**src/rtl/mem_bus_pkg.sv**
```systemverilog
// Shared types and constants for the CPU-side memory bus controller.
package mem_bus_pkg;

  localparam int ADDR_W    = 32;
  localparam int DATA_W    = 32;
  localparam int BE_W      = 4;
  localparam int NUM_TGT   = 4;
  localparam int TGT_IDX_W = 2;

  // Target indices, also the bit positions in tgt_stb / tgt_ack
  localparam int TGT_FLASH  = 0;
  localparam int TGT_BRAM   = 1;
  localparam int TGT_SRAM   = 2;
  localparam int TGT_PERIPH = 3;

  // Region bases as seen by the external decoder
  localparam logic [ADDR_W-1:0] FLASH_BASE  = 32'h0000_0000;
  localparam logic [ADDR_W-1:0] BRAM_BASE   = 32'h0001_0000;
  localparam logic [ADDR_W-1:0] SRAM_BASE   = 32'h0002_0000;
  localparam logic [ADDR_W-1:0] PERIPH_BASE = 32'h0003_0000;

  typedef enum logic [1:0] {
    ST_IDLE,
    ST_DECODE,
    ST_ACCESS,
    ST_RESP
  } state_e;

  // Captured CPU request
  typedef struct packed {
    logic [ADDR_W-1:0] addr;
    logic              write;
    logic [DATA_W-1:0] wdata;
    logic [BE_W-1:0]   be;
  } bus_req_t;

  // True when exactly one select is set
  function automatic logic is_one_hot(input logic [NUM_TGT-1:0] sel);
    return (sel != '0) && ((sel & (sel - 1'b1)) == '0);
  endfunction

  // Index of the highest set select (only used once one-hotness is known)
  function automatic logic [TGT_IDX_W-1:0] sel_to_idx(input logic [NUM_TGT-1:0] sel);
    logic [TGT_IDX_W-1:0] idx;
    idx = '0;
    for (int i = 0; i < NUM_TGT; i++)
      if (sel[i]) idx = i[TGT_IDX_W-1:0];
    return idx;
  endfunction

endpackage

```
**src/rtl/mem_bus_timeout.sv**
```systemverilog
// Access watchdog: counts cycles while enabled, flags the last allowed cycle.
module mem_bus_timeout #(
  parameter int TIMEOUT_CYCLES = 256
) (
  input  logic clk,
  input  logic rst_n,
  input  logic clr,
  input  logic en,
  output logic expired
);

  localparam int               CNT_W = $clog2(TIMEOUT_CYCLES);
  localparam logic [CNT_W-1:0] LAST  = CNT_W'(TIMEOUT_CYCLES - 1);

  logic [CNT_W-1:0] cnt_q;

  // Cycle counter; the owner leaves its state before the count could wrap
  always_ff @(posedge clk or negedge rst_n) begin
    if (!rst_n)    cnt_q <= '0;
    else if (clr)  cnt_q <= '0;
    else if (en)   cnt_q <= cnt_q + CNT_W'(1);
  end

  // Fires in the cycle that holds count TIMEOUT_CYCLES-1
  assign expired = en && (cnt_q == LAST);

endmodule

```
**src/rtl/mem_bus_ctrl.sv**
```systemverilog
// Single-master bus controller: registers a CPU request, checks the external
// decode, strobes one target and returns its data, an error or a timeout.
module mem_bus_ctrl
  import mem_bus_pkg::*;
#(
  parameter int TIMEOUT_CYCLES = 256,
  parameter bit FLASH_WRITABLE = 1'b0
) (
  input  logic               clk,
  input  logic               rst_n,
  input  logic               req_valid,
  output logic               req_ready,
  input  logic [ADDR_W-1:0]  req_addr,
  input  logic               req_write,
  input  logic [DATA_W-1:0]  req_wdata,
  input  logic [BE_W-1:0]    req_be,
  output logic               resp_valid,
  output logic [DATA_W-1:0]  resp_rdata,
  output logic               resp_error,
  output logic [ADDR_W-1:0]  dec_addr,
  input  logic               dec_flash_sel,
  input  logic               dec_bram_sel,
  input  logic               dec_sram_sel,
  input  logic               dec_periph_sel,
  input  logic               dec_error,
  output logic [ADDR_W-1:0]  tgt_addr,
  output logic               tgt_write,
  output logic [DATA_W-1:0]  tgt_wdata,
  output logic [BE_W-1:0]    tgt_be,
  output logic [NUM_TGT-1:0] tgt_stb,
  input  logic [NUM_TGT-1:0] tgt_ack,
  input  logic [DATA_W-1:0]  tgt_rdata_flash,
  input  logic [DATA_W-1:0]  tgt_rdata_bram,
  input  logic [DATA_W-1:0]  tgt_rdata_sram,
  input  logic [DATA_W-1:0]  tgt_rdata_periph
);

  state_e                           state_q, state_d;
  bus_req_t                         req_q;
  logic [TGT_IDX_W-1:0]             idx_q;
  logic [NUM_TGT-1:0]               stb_q;
  logic [DATA_W-1:0]                rdata_q;
  logic                             error_q;
  logic [NUM_TGT-1:0]               dec_sel;
  logic [NUM_TGT-1:0][DATA_W-1:0]   rdata_all;
  logic                             dec_bad;
  logic                             acked;
  logic                             expired;
  logic                             tmo_en;
  logic                             tmo_clr;

  assign dec_sel   = {dec_periph_sel, dec_sram_sel, dec_bram_sel, dec_flash_sel};
  assign rdata_all = {tgt_rdata_periph, tgt_rdata_sram, tgt_rdata_bram, tgt_rdata_flash};

  // Any reason to answer with an error instead of touching a target
  assign dec_bad = dec_error
                || (req_q.addr[1:0] != 2'b00)
                || (req_q.be == '0)
                || !is_one_hot(dec_sel)
                || (dec_sel[TGT_FLASH] && req_q.write && !FLASH_WRITABLE);

  // Only the strobed target's ack counts; others are ignored
  assign acked = tgt_ack[idx_q];

  mem_bus_timeout #(
    .TIMEOUT_CYCLES (TIMEOUT_CYCLES)
  ) u_timeout (
    .clk     (clk),
    .rst_n   (rst_n),
    .clr     (tmo_clr),
    .en      (tmo_en),
    .expired (expired)
  );

  // State register
  always_ff @(posedge clk or negedge rst_n) begin
    if (!rst_n) state_q <= ST_IDLE;
    else        state_q <= state_d;
  end

  // Next state, handshake outputs and watchdog control
  always_comb begin
    state_d    = state_q;
    req_ready  = 1'b0;
    resp_valid = 1'b0;
    tmo_en     = 1'b0;
    tmo_clr    = 1'b1;
    case (state_q)
      ST_IDLE: begin
        req_ready = 1'b1;
        if (req_valid) state_d = ST_DECODE;
      end
      ST_DECODE: state_d = dec_bad ? ST_RESP : ST_ACCESS;
      ST_ACCESS: begin
        tmo_en  = 1'b1;
        tmo_clr = 1'b0;
        if (acked || expired) state_d = ST_RESP;
      end
      ST_RESP: begin
        resp_valid = 1'b1;
        state_d    = ST_IDLE;
      end
      default: state_d = ST_IDLE;
    endcase
  end

  // Request capture; these registers also feed the decoder and target bus
  always_ff @(posedge clk or negedge rst_n) begin
    if (!rst_n)                             req_q <= '0;
    else if (state_q == ST_IDLE && req_valid)
      req_q <= '{addr: req_addr, write: req_write, wdata: req_wdata, be: req_be};
  end

  // Target select and strobe, held for the whole access
  always_ff @(posedge clk or negedge rst_n) begin
    if (!rst_n) begin
      idx_q <= '0;
      stb_q <= '0;
    end else if (state_q == ST_DECODE && !dec_bad) begin
      idx_q <= sel_to_idx(dec_sel);
      stb_q <= dec_sel;
    end else if (state_q == ST_ACCESS && (acked || expired)) begin
      stb_q <= '0;
    end
  end

  // Response data/error; held until the next response is formed
  always_ff @(posedge clk or negedge rst_n) begin
    if (!rst_n) begin
      rdata_q <= '0;
      error_q <= 1'b0;
    end else if (state_q == ST_DECODE && dec_bad) begin
      rdata_q <= '0;
      error_q <= 1'b1;
    end else if (state_q == ST_ACCESS && acked) begin
      rdata_q <= req_q.write ? '0 : rdata_all[idx_q];
      error_q <= 1'b0;
    end else if (state_q == ST_ACCESS && expired) begin
      rdata_q <= '0;
      error_q <= 1'b1;
    end
  end

  assign dec_addr   = req_q.addr;
  assign tgt_addr   = req_q.addr;
  assign tgt_write  = req_q.write;
  assign tgt_wdata  = req_q.wdata;
  assign tgt_be     = req_q.be;
  assign tgt_stb    = stb_q;
  assign resp_rdata = rdata_q;
  assign resp_error = error_q;

endmodule
```
**config.mk**
```make
export PLATFORM = sky130hd
export DESIGN_NAME = mem_bus_ctrl
export DESIGN_NICKNAME = d
export VERILOG_FILES = /design/src/rtl/mem_bus_pkg.sv /design/src/rtl/mem_bus_timeout.sv /design/src/rtl/mem_bus_ctrl.sv
export SDC_FILE = /design/constraint.sdc
export NUM_CORES = 1
export LEC_CHECK = 0
export CORE_AREA = 2 2 137 139
export CTS_CLUSTER_DIAMETER = 40
export DETAILED_ROUTE_END_ITERATION = 8
export DIE_AREA = 0 0 139 141
export GPL_TIMING_DRIVEN = 0
export PLACE_DENSITY_LB_ADDON = 0.1
export SLEW_MARGIN = 20
export SYNTH_ARGS = -nofsm -noshare
export SYNTH_HDL_FRONTEND = slang
export SYNTH_SLANG_ARGS = --single-unit
```
**constraint.sdc**
```tcl
create_clock -name clk -period 1.9 [get_ports clk]
set_input_delay 0.285 -clock clk [delete_from_list [all_inputs] [get_ports clk]]
set_output_delay 0.285 -clock clk [all_outputs]
set_load 0.02 [all_outputs]
```
# Yosys cells after proc, flatten, opt, wreduce, memory -nomap -nowiden
# Index checks and enable logic that the tools add are counted.
[op_classes]
bitwise_logic = 1
addsub = 2
mux = 25
reduce_logical = 24
eq_ne = 7
n_lt_le_gt_ge = 1
[op_table]
columns = ["cell", "n"]
rows = [
  ["$mux W32", 5],
  ["$bmux W32 S2", 1],
  ["$mux W8", 2],
  ["$logic_and A1 B1 Y1", 9],
  ["$mux W1", 9],
  ["$add A8 B1 Y8 const B", 1],
  ["$eq A8 B8 Y1 const B", 1],
  ["$logic_not A4 Y1", 2],
  ["$mux W2", 4],
  ["$mux W4", 2],
  ["$pmux W2 S4", 1],
  ["$logic_or A1 B1 Y1", 5],
  ["$and A4 B4 Y4", 1],
  ["$eq A2 B2 Y1 const B", 2],
  ["$ne A2 B2 Y1 const B", 2],
  ["$reduce_bool A2 Y1", 2],
  ["$reduce_bool A4 Y1", 1],
  ["$sub A4 B1 Y4 const B", 1],
  ["$lt A2 B3 Y1 const B", 1],
  ["$reduce_bool A3 Y1", 1],
  ["$bmux W1 S2", 1],
  ["$eq A2 B1 Y1 const B", 1],
  ["$logic_not A1 Y1", 2],
  ["$logic_not A2 Y1", 1],
  ["other kinds (2)", 2],
]
[word_totals]
reg_bits = 118
inputBits = 209
output_inout_bits = 140

# Logic depth before layout (Yosys ltp)
# Gate-level depths: netlist of run 1.
[logic_depth]
ltp_word = 10
mapped_depth = 8
ltp_nobuf = 6

# Cells and area by module
# Synthesis of run 1 repeated with hierarchy kept, for this count alone.
[hier_totals]
cells_unflattened = 421
hier_area_um2 = 5800.6
[modules_own_cells]
columns = ["module", "seq_area_each_um2", "cells_per_inst", "area_per_inst_um2", "n_inst"]
rows = [
  ["mem_bus_ctrl", 2752.6, 382, 5397.7, 1],
  ["mem_bus_timeout", 200.2, 39, 402.9, 1],
]

# Least setup slack after synthesis of run 1
# Ideal clock, no wire load.
[synth_timing]
path_kind = "reg2reg"
start = "register state_q[0]"
end = "register req_q, in the netlist dec_addr[29]"
arrival_time_ns = 1.853
setup_ns = 0.125
n_path_buf = 2
path_slack_ns = -0.077
path_stages_with_launch = 7
cell_sequence = "dfrtp_1 -> inv_1 -> ha_1 -> nand2_1 -> buf_1 -> buf_2 -> mux2_2"
[synth_via]
elab_chain_len = 2
[synth_rtl]
columns = ["item", "line", "text"]
rows = [
  ["start, declared", "mem_bus_ctrl.sv:38", "state_e state_q, state_d;"],
  ["start signal, assigned", "mem_bus_ctrl.sv:78", "else state_q <= state_d;"],
  ["$logic_not A2 Y1", "mem_bus_ctrl.sv:110", "else if (state_q == ST_IDLE && req_valid)"],
  ["$logic_and A1 B1 Y1", "mem_bus_ctrl.sv:110", ""],
  ["end signal, assigned", "mem_bus_ctrl.sv:111", "req_q <= '{addr: req_addr, write: req_write, wdata: req_wdata, be: req_be};"],
  ["end, declared", "mem_bus_ctrl.sv:39", "bus_req_t req_q;"],
]
# No other way between the ends.
# A chain may end at the register's enable or synchronous reset.

# Final worst setup path of run 1
[layout_timing]
start = "register req_q, in the netlist tgt_write"
end = "output tgt_write"
[layout_lines]
columns = ["item", "line", "text"]
rows = [
  ["end, declared", "mem_bus_ctrl.sv:27", "output logic tgt_write,"],
]
# No word-level cell between the ends.

==> results of run 1 <==
kinds of logic (layout without fill, tap and decap cells):
| kind of cell | Yosys count | in the layout | share of synthesized area |
|---|---|---|---|
| mux | 140 | 140 | 0.255 |
| flops | 118 | 118 | 0.499 |
| simple gates | 97 | 97 | 0.0793 |
| compound gates | 76 | 76 | 0.0764 |
| buf+inv | 74 | 456 | 0.0709 |
| xor+xnor | 6 | 6 | 0.00889 |
| fa+ha+maj | 5 | 5 | 0.0106 |
flip-flops by register name, indices dropped and copies added, names as in the netlist:
register / flops
resp_error: 1
tgt_write: 1
u_timeout.cnt_q: 8
tgt_stb: 4
state_q: 2
dec_addr: 32
resp_rdata: 32
tgt_be: 4
tgt_wdata: 32
idx_q: 2
cells in the mapped netlist (all sizes together), types with 2 or more instances:
cell type / instances
inv: 6
or2: 2
o21ai: 2
nand2: 35
buf: 56
and3: 6
nand2b: 3
ha: 5
mux2i: 66
xor2: 3
clkbuf: 12
nand3: 36
dfrtp: 118
a21oi: 34
o22ai: 32
nor2: 9
and2: 2
xnor2: 3
mux2: 73
worst register-to-register path: stages (launching register included):
cell      delay (ns)
dfrtp_1         0.44
buf_2           0.30
clkbuf_4        0.32
mux2i_1         0.33
o22ai_1         0.13
nand2_1         0.10
a21oi_1         0.06
worst min-delay path by stage:
stage	from	endpoint	slack, ns	depth (start not counted)
after floorplan	rst_n	dec_addr[0]	-0.01	0
after global placement	u_timeout.cnt_q[0]	u_timeout.cnt_q[0]	0.45	1
after detailed placement	rst_n	dec_addr[28]	0.22	1
after CTS	rst_n	dec_addr[28]	0.34	2
after global routing	rst_n	dec_addr[28]	0.36	2
final	rst_n	dec_addr[28]	0.35	2
metal layers:
metal / vias up / GRT usage / share of wire
li1: 2553 / - / -
met1: 2698 / 0.246 / 0.40
met2: 208 / 0.365 / 0.52
met3: 23 / 0.0635 / 0.067
met4: 0 / 0.0590 / 0.016
met5: - / 0 / 0
repair_timing:
| item | in CTS | in global routing |
|---|---|---|
| pin swaps | 1 | 0 |
| hold endpoints to repair | 37 | 0 |
| hold buffers | 1 | 0 |
| setup buffers | 3 | 0 |
| setup endpoints to repair | 96 | 49 |
| gates resized for setup | 16 | 19 |
where the power goes:
part	leakage, nW	internal (mW)	switching [mW]	total (mW)
combinational	2.94	4.79	4.38	9.17
clock	0.297	2.09	1.24	3.34
sequential	1.47	3.62	0.748	4.37
total	4.71	10.5	6.37	16.9
cell type report:
type,instances,share of cell area
Timing Repair Buffer,353,0.340
Sequential cell,118,0.283
Multi-Input combinational cell,324,0.247
Clock buffer,17,0.0408
Buffer,65,0.0400
Tap cell,234,0.0281
Clock inverter,15,0.0187
Inverter,6,0.00216
through the flow:
step	setup TNS (ns)	hold slack [ns]
global route	0	0.360
floorplan	0	-0.0106
CTS	0	0.345
global placement	-486.50	0.447
finish	0	0.347
detailed placement	-18.81	0.216
==> impl_results.md, run 1 <==
* Final instance area at 0.0104 mm2
* Wire length after detailed routing at 20.6 mm
* Register area at 0.00295 mm2
* Final core utilization at 0.571
* WP depth at 1
* Post-synthesis sequential area ratio at 0.499
* Synthesized Nets at 730
* Final min period at 1.80 ns
* Worst reg2reg path startpoint: idx_q[1]
* Worst slew pin tran at 0.498 ns
* Req. time, crit path at 1.62 ns
* Synth Warn # at 0
* Pleak at around 4.7 nW
* Placer Congestion at 0.897
* Vias per inst at just under 5
* Post-Syn Instances at 516
* Post-Syn Area at 0.00591 mm2
* Antenna violations before repair at 0
* Layout Nets at 1,099
* Die Ht at approximately 140 um
* Placed instance area at 0.00972 mm2
* Initial DRC Count at approximately 170
* Drt drc at 0
* CP endpoint kind: output port
* Period utilisation layout at 0.949
* Status: finished, final reports clean
* GR Util All Layers at 0.208
* Row count at 50
* Initial Utilization at 0.324
* CP cell instances: clkdlybuf4s50_1
* Slew Limit Fails at 0
* I/O Pins at about 350
* Multi-input logic area at roughly 0.0026 mm2
* CP delay by family, top: buffers and inverters
* RSZ-0062 raised after global routing: false
* Critical-path maximum fanout at 5
* Final worst-path setup slack at 0.0976 ns
* CP bufs+invs at 1
* Root buf cell: clkbuf_16
* Highest-count cells in the layout ignoring fill and taps: clkdlybuf4s50_1 (343), dfrtp_1 (118), mux2_2 (73)
* Number of distinct library cells after synthesis at 34
* Post-DP HPWL at 16.4 mm
* Slew HR at 0.668
* Post-synth top area share at 0.499
* Area leader, netlist: dfrtp_1
* Layout area overhead at 76.3%
* Worst reg2reg path depth at 6
* Post-synth EDFFs at 0
* Routed wire per std cell at ~18 um
* Num CTS Buffers at 17
* Most common cell after layout, fill and taps aside: clkdlybuf4s50_1
* Fill cells at 1,539
* Tot Pwr at 16.9 mW
* Synth area leaders: dfrtp_1 (50%), mux2_2 (14%), mux2i_1 (11%)
* Slowest CP cell: clkdlybuf4s50_1
* Wire length of the first global-routing pass at 31.9 mm
* Fmax achieved at 555 MHz
* Total number of vias at approximately 5,500
* Die width at approximately 140 um
* Finished Layout Cells at ~1,100
* Mean Syn Cell Area at between 10 and 15 um2
* Reg2Reg Capture Point: resp_rdata[1]
* CTS Buffer Depth at 2
* Crit path DAT at 1.52 ns
* Maximum vdd drop at 1.02 mV
* Hold WC Path Type: input pin to asynchronous set/reset pin
* Router iterations before antenna repair at 4
* Fin Clk Skew at 0.00695 ns
* Pin count of the biggest net entering global routing at 82
* Crit path from: tgt_write
* Pwr per Cell Area at 1620 mW/mm2
* Htree depth at 4
* Vias in the first global route at ~5,800
* ANT nets after route at 0
* Dpl ws at -0.367 ns
* Predominant post-synthesis flop cell: dfrtp_1
* MaxCap Viol Count at 0
* Diode count at 0
* CTS clk-pin slew, worst paths at 0.06 ns
* Endpoints failing setup at 0
* Overall die area at 0.0196 mm2
* Total global routing overflow at 0
* CP Launch Type: flop
* Worst Setup Path Type: flop to output port
* Reg-to-reg slack, setup at 0.1 ns
* Crit path largest cell delay at 0.65 ns
* CTS tree: done
* Share of layout cells above drive strength 1 at 0.200
* Clk sink count at 118
* Placed insts at 1,099
* Final hold vios at 0
* FF+latch count, synth at about 120
* IO Port Bufs at 348
* Async S/R FF share, synth at 1.00
* Clock latency on the worst-skew pair at ~0.41 ns
* Worst setup path endpoint: tgt_write
* Core area at 0.0183 mm2
No activity file was read; power rests on OpenSTA's default activity.
==> run 2, diff against run 1 <==
CORE_AREA = 2 2 135 137   (was 2 2 137 139)
DIE_AREA = 0 0 137 139   (was 0 0 139 141)
clock period = 2.1 ns   (was 1.9 ns; I/O delays follow)
==> impl_results.md, run 2 (synthesis results as in run 1) <==
* CP endpoint kind: flop (was output port)
* Htree depth at 4 (unchanged)
* Highest-count cells in the layout ignoring fill and taps: clkdlybuf4s50_1 (346), dfrtp_1 (118), mux2_2 (73) (was clkdlybuf4s50_1 (343), dfrtp_1 (118), mux2_2 (73))
* Combinational Power Share at 0.544 (was 0.543)
* Dpl ws at -0.226 ns (was -0.367 ns)
* CP Launch Type: flop (unchanged)
* IO Port Bufs at 348 (unchanged)
* I/O Pins at 349 (unchanged)
* Critical-path maximum fanout at 10 (was 5)
* Core area at 0.0177 mm2 (was 0.0183 mm2)
* Worst Setup Path Type: flop to flop (was flop to output port)
* Placer Congestion at 0.793 (was 0.897)
* Fill cells at 1,481 (was 1,539)
* Crit path from: idx_q[0] (was tgt_write)
* Setup TNS Final at 0 ns (unchanged)
* Period utilisation layout at 0.913
* Total number of vias at 5,507 (was 5,482)
* Clk network pwr share at 0.197 (was 0.198)
* Die width at 137 um (was 139 um)
* Wire length of the first global-routing pass at 31.4 mm (was 31.9 mm)
* Hold WC Path Type: input pin to asynchronous set/reset pin (unchanged)
* Fin Clk Skew at 0.00722 ns (was 0.00695 ns)
* GR Util All Layers at 0.214 (was 0.208)
* Die Ht at 139 um (was 141 um)
* Total global routing overflow at 0 (unchanged)
* Fmax achieved at 522 MHz
* P_int at 9.62 mW (was 10.5 mW)
* Wire length after detailed routing at 20.4 mm (was 20.6 mm)
* Sequential Power Share at 0.258 (was 0.259)
* Placed instance area at 0.00971 mm2 (was 0.00972 mm2)
* Root buf cell: clkbuf_16 (unchanged)
* Row count at 49 (was 50)
* Final hold vios at 0 (unchanged)
* Switching Share at 0.369 (was 0.377)
* Vias per inst at 4.90 (was 4.84)
* Post-CTS setup buffers at 0 (was 3)
* Router iterations before antenna repair at 4 (unchanged)
* Pwr per Cell Area at 1470 mW/mm2 (was 1620 mW/mm2)
* NetSw at 5.63 mW (was 6.37 mW)
* Diode count at 0 (unchanged)
* Post-DP HPWL at 16.3 mm (was 16.4 mm)
* Final min period at 1.92 ns
* Most common cell after layout, fill and taps aside: clkdlybuf4s50_1 (unchanged)
* Tot Pwr at 15.3 mW (was 16.9 mW)
* Req. time, crit path at 2.42 ns (was 1.62 ns)
* Multi-input logic area at 0.00256 mm2 (was 0.00258 mm2)
* Worst slew pin tran at 0.758 ns (was 0.498 ns)
* Initial Utilization at 0.335 (was 0.324)
* Routed wire per std cell at 18.1 um (was 18.2 um)
* Layout area overhead at 75.1% (was 76.3%)
* MaxCap Viol Count at 0 (unchanged)
* CTS tree: done (unchanged)
* Antenna violations before repair at 0 (unchanged)
* Worst reg2reg path startpoint: idx_q[0] (was idx_q[1])
* Share of layout cells above drive strength 1 at 0.184 (was 0.200)
* Pleak at 4.65 nW (was 4.71 nW)
* Num CTS Buffers at 17 (unchanged)
* Slew HR at 0.495 (was 0.668)
* Final core utilization at 0.586 (was 0.571)
* CTS Buffer Depth at 2 (unchanged)
* Final instance area at 0.0104 mm2 (about the same)
* Layout Nets at 1,098 (was 1,099)
* Drt drc at 0 (unchanged)
* Pin count of the biggest net entering global routing at 62 (was 82)
* Status: finished, final reports clean (unchanged)
* Endpoints failing setup at 0 (unchanged)
* Register area at 0.00295 mm2 (unchanged)
* ANT nets after route at 0 (unchanged)
* Vias in the first global route at 5,692 (was 5,785)
* Final worst-path setup slack at 0.183 ns (was 0.0976 ns)
* Initial DRC Count at 205 (was 172)
* Slew Limit Fails at 0 (unchanged)
* Crit path DAT at 2.24 ns (was 1.52 ns)
* Clock latency on the worst-skew pair at 0.40 ns (was 0.41 ns)
* Maximum vdd drop at 0.896 mV (was 1.02 mV)
* RSZ-0062 raised after global routing: false (unchanged)
* Clk sink count at 118 (unchanged)
* CTS clk-pin slew, worst paths at 0.05 ns (was 0.06 ns)
* Overall die area at 0.0190 mm2 (was 0.0196 mm2)
## run 2: power by group through the flow
stage | Clock, mW | Combinational (mW) | Sequential [mW]
finish | 3.01 | 8.30 | 3.94
detailed placement | 0 | 8.33 | 3.98
CTS | 3.08 | 8.36 | 3.95
floorplan | 0 | 3.40 | 5.02
global placement | 0 | 8.23 | 3.92
global route | 3.19 | 8.80 | 4.09
## run 2: timing repair
| action | CTS | global route |
|---|---|---|
| hold buffers | 1 | 0 |
| pin swaps | 0 | 0 |
| endpoints found under the hold margin | 57 | 0 |
| gates resized for setup | 2 | 9 |
| setup endpoints to repair | 11 | 84 |
| gates cloned | 0 | 0 |
## run 2: metrics by stage
stage,cells,hold WS (ns)
after floorplan,516,0.0194
after global placement,1093,0.450
after detailed placement,1094,0.321
after CTS,1126,0.456
after global routing,1125,0.481
final,1125,0.437
## run 2: worst paths after layout
path | cells after the start | end | slack, ns
hold / removal | 2 | resp_rdata[21] | 0.44
max in group asynchronous | 3 | dec_addr[25] | 0.96
min in group clk | 1 | u_timeout.cnt_q[0] | 0.47
setup reg to reg | 5 | resp_rdata[28] | 0.18
setup / recovery | 5 | resp_rdata[28] | 0.18
hold reg to reg | 1 | u_timeout.cnt_q[0] | 0.47
## run 2: cell type report
cell class | instances | area share
clock buffers | 22 | 0.0448
clock inverters | 9 | 0.0145
inverters | 6 | 0.00218
repair buffers | 350 | 0.340
well taps | 229 | 0.0277
multi-input cells | 324 | 0.247
flip-flops and latches | 118 | 0.285
plain buffers | 67 | 0.0387
## run 2: critical path: stages (launching register included)
cell and delay (ns):
dfrtp_1 0.40, mux4_2 0.54, nand2_1 0.32, buf_2 0.29, nand3_1 0.10, a21oi_1 0.19
## run 2: metal layers
metal / up-vias / part of all wire / global-route usage
met3: 39 / 0.076 / 0.0588
met2: 239 / 0.51 / 0.371
met4: 0 / 0.028 / 0.0798
li1: 2551 / - / -
met5: - / 0 / 0
met1: 2678 / 0.38 / 0.249
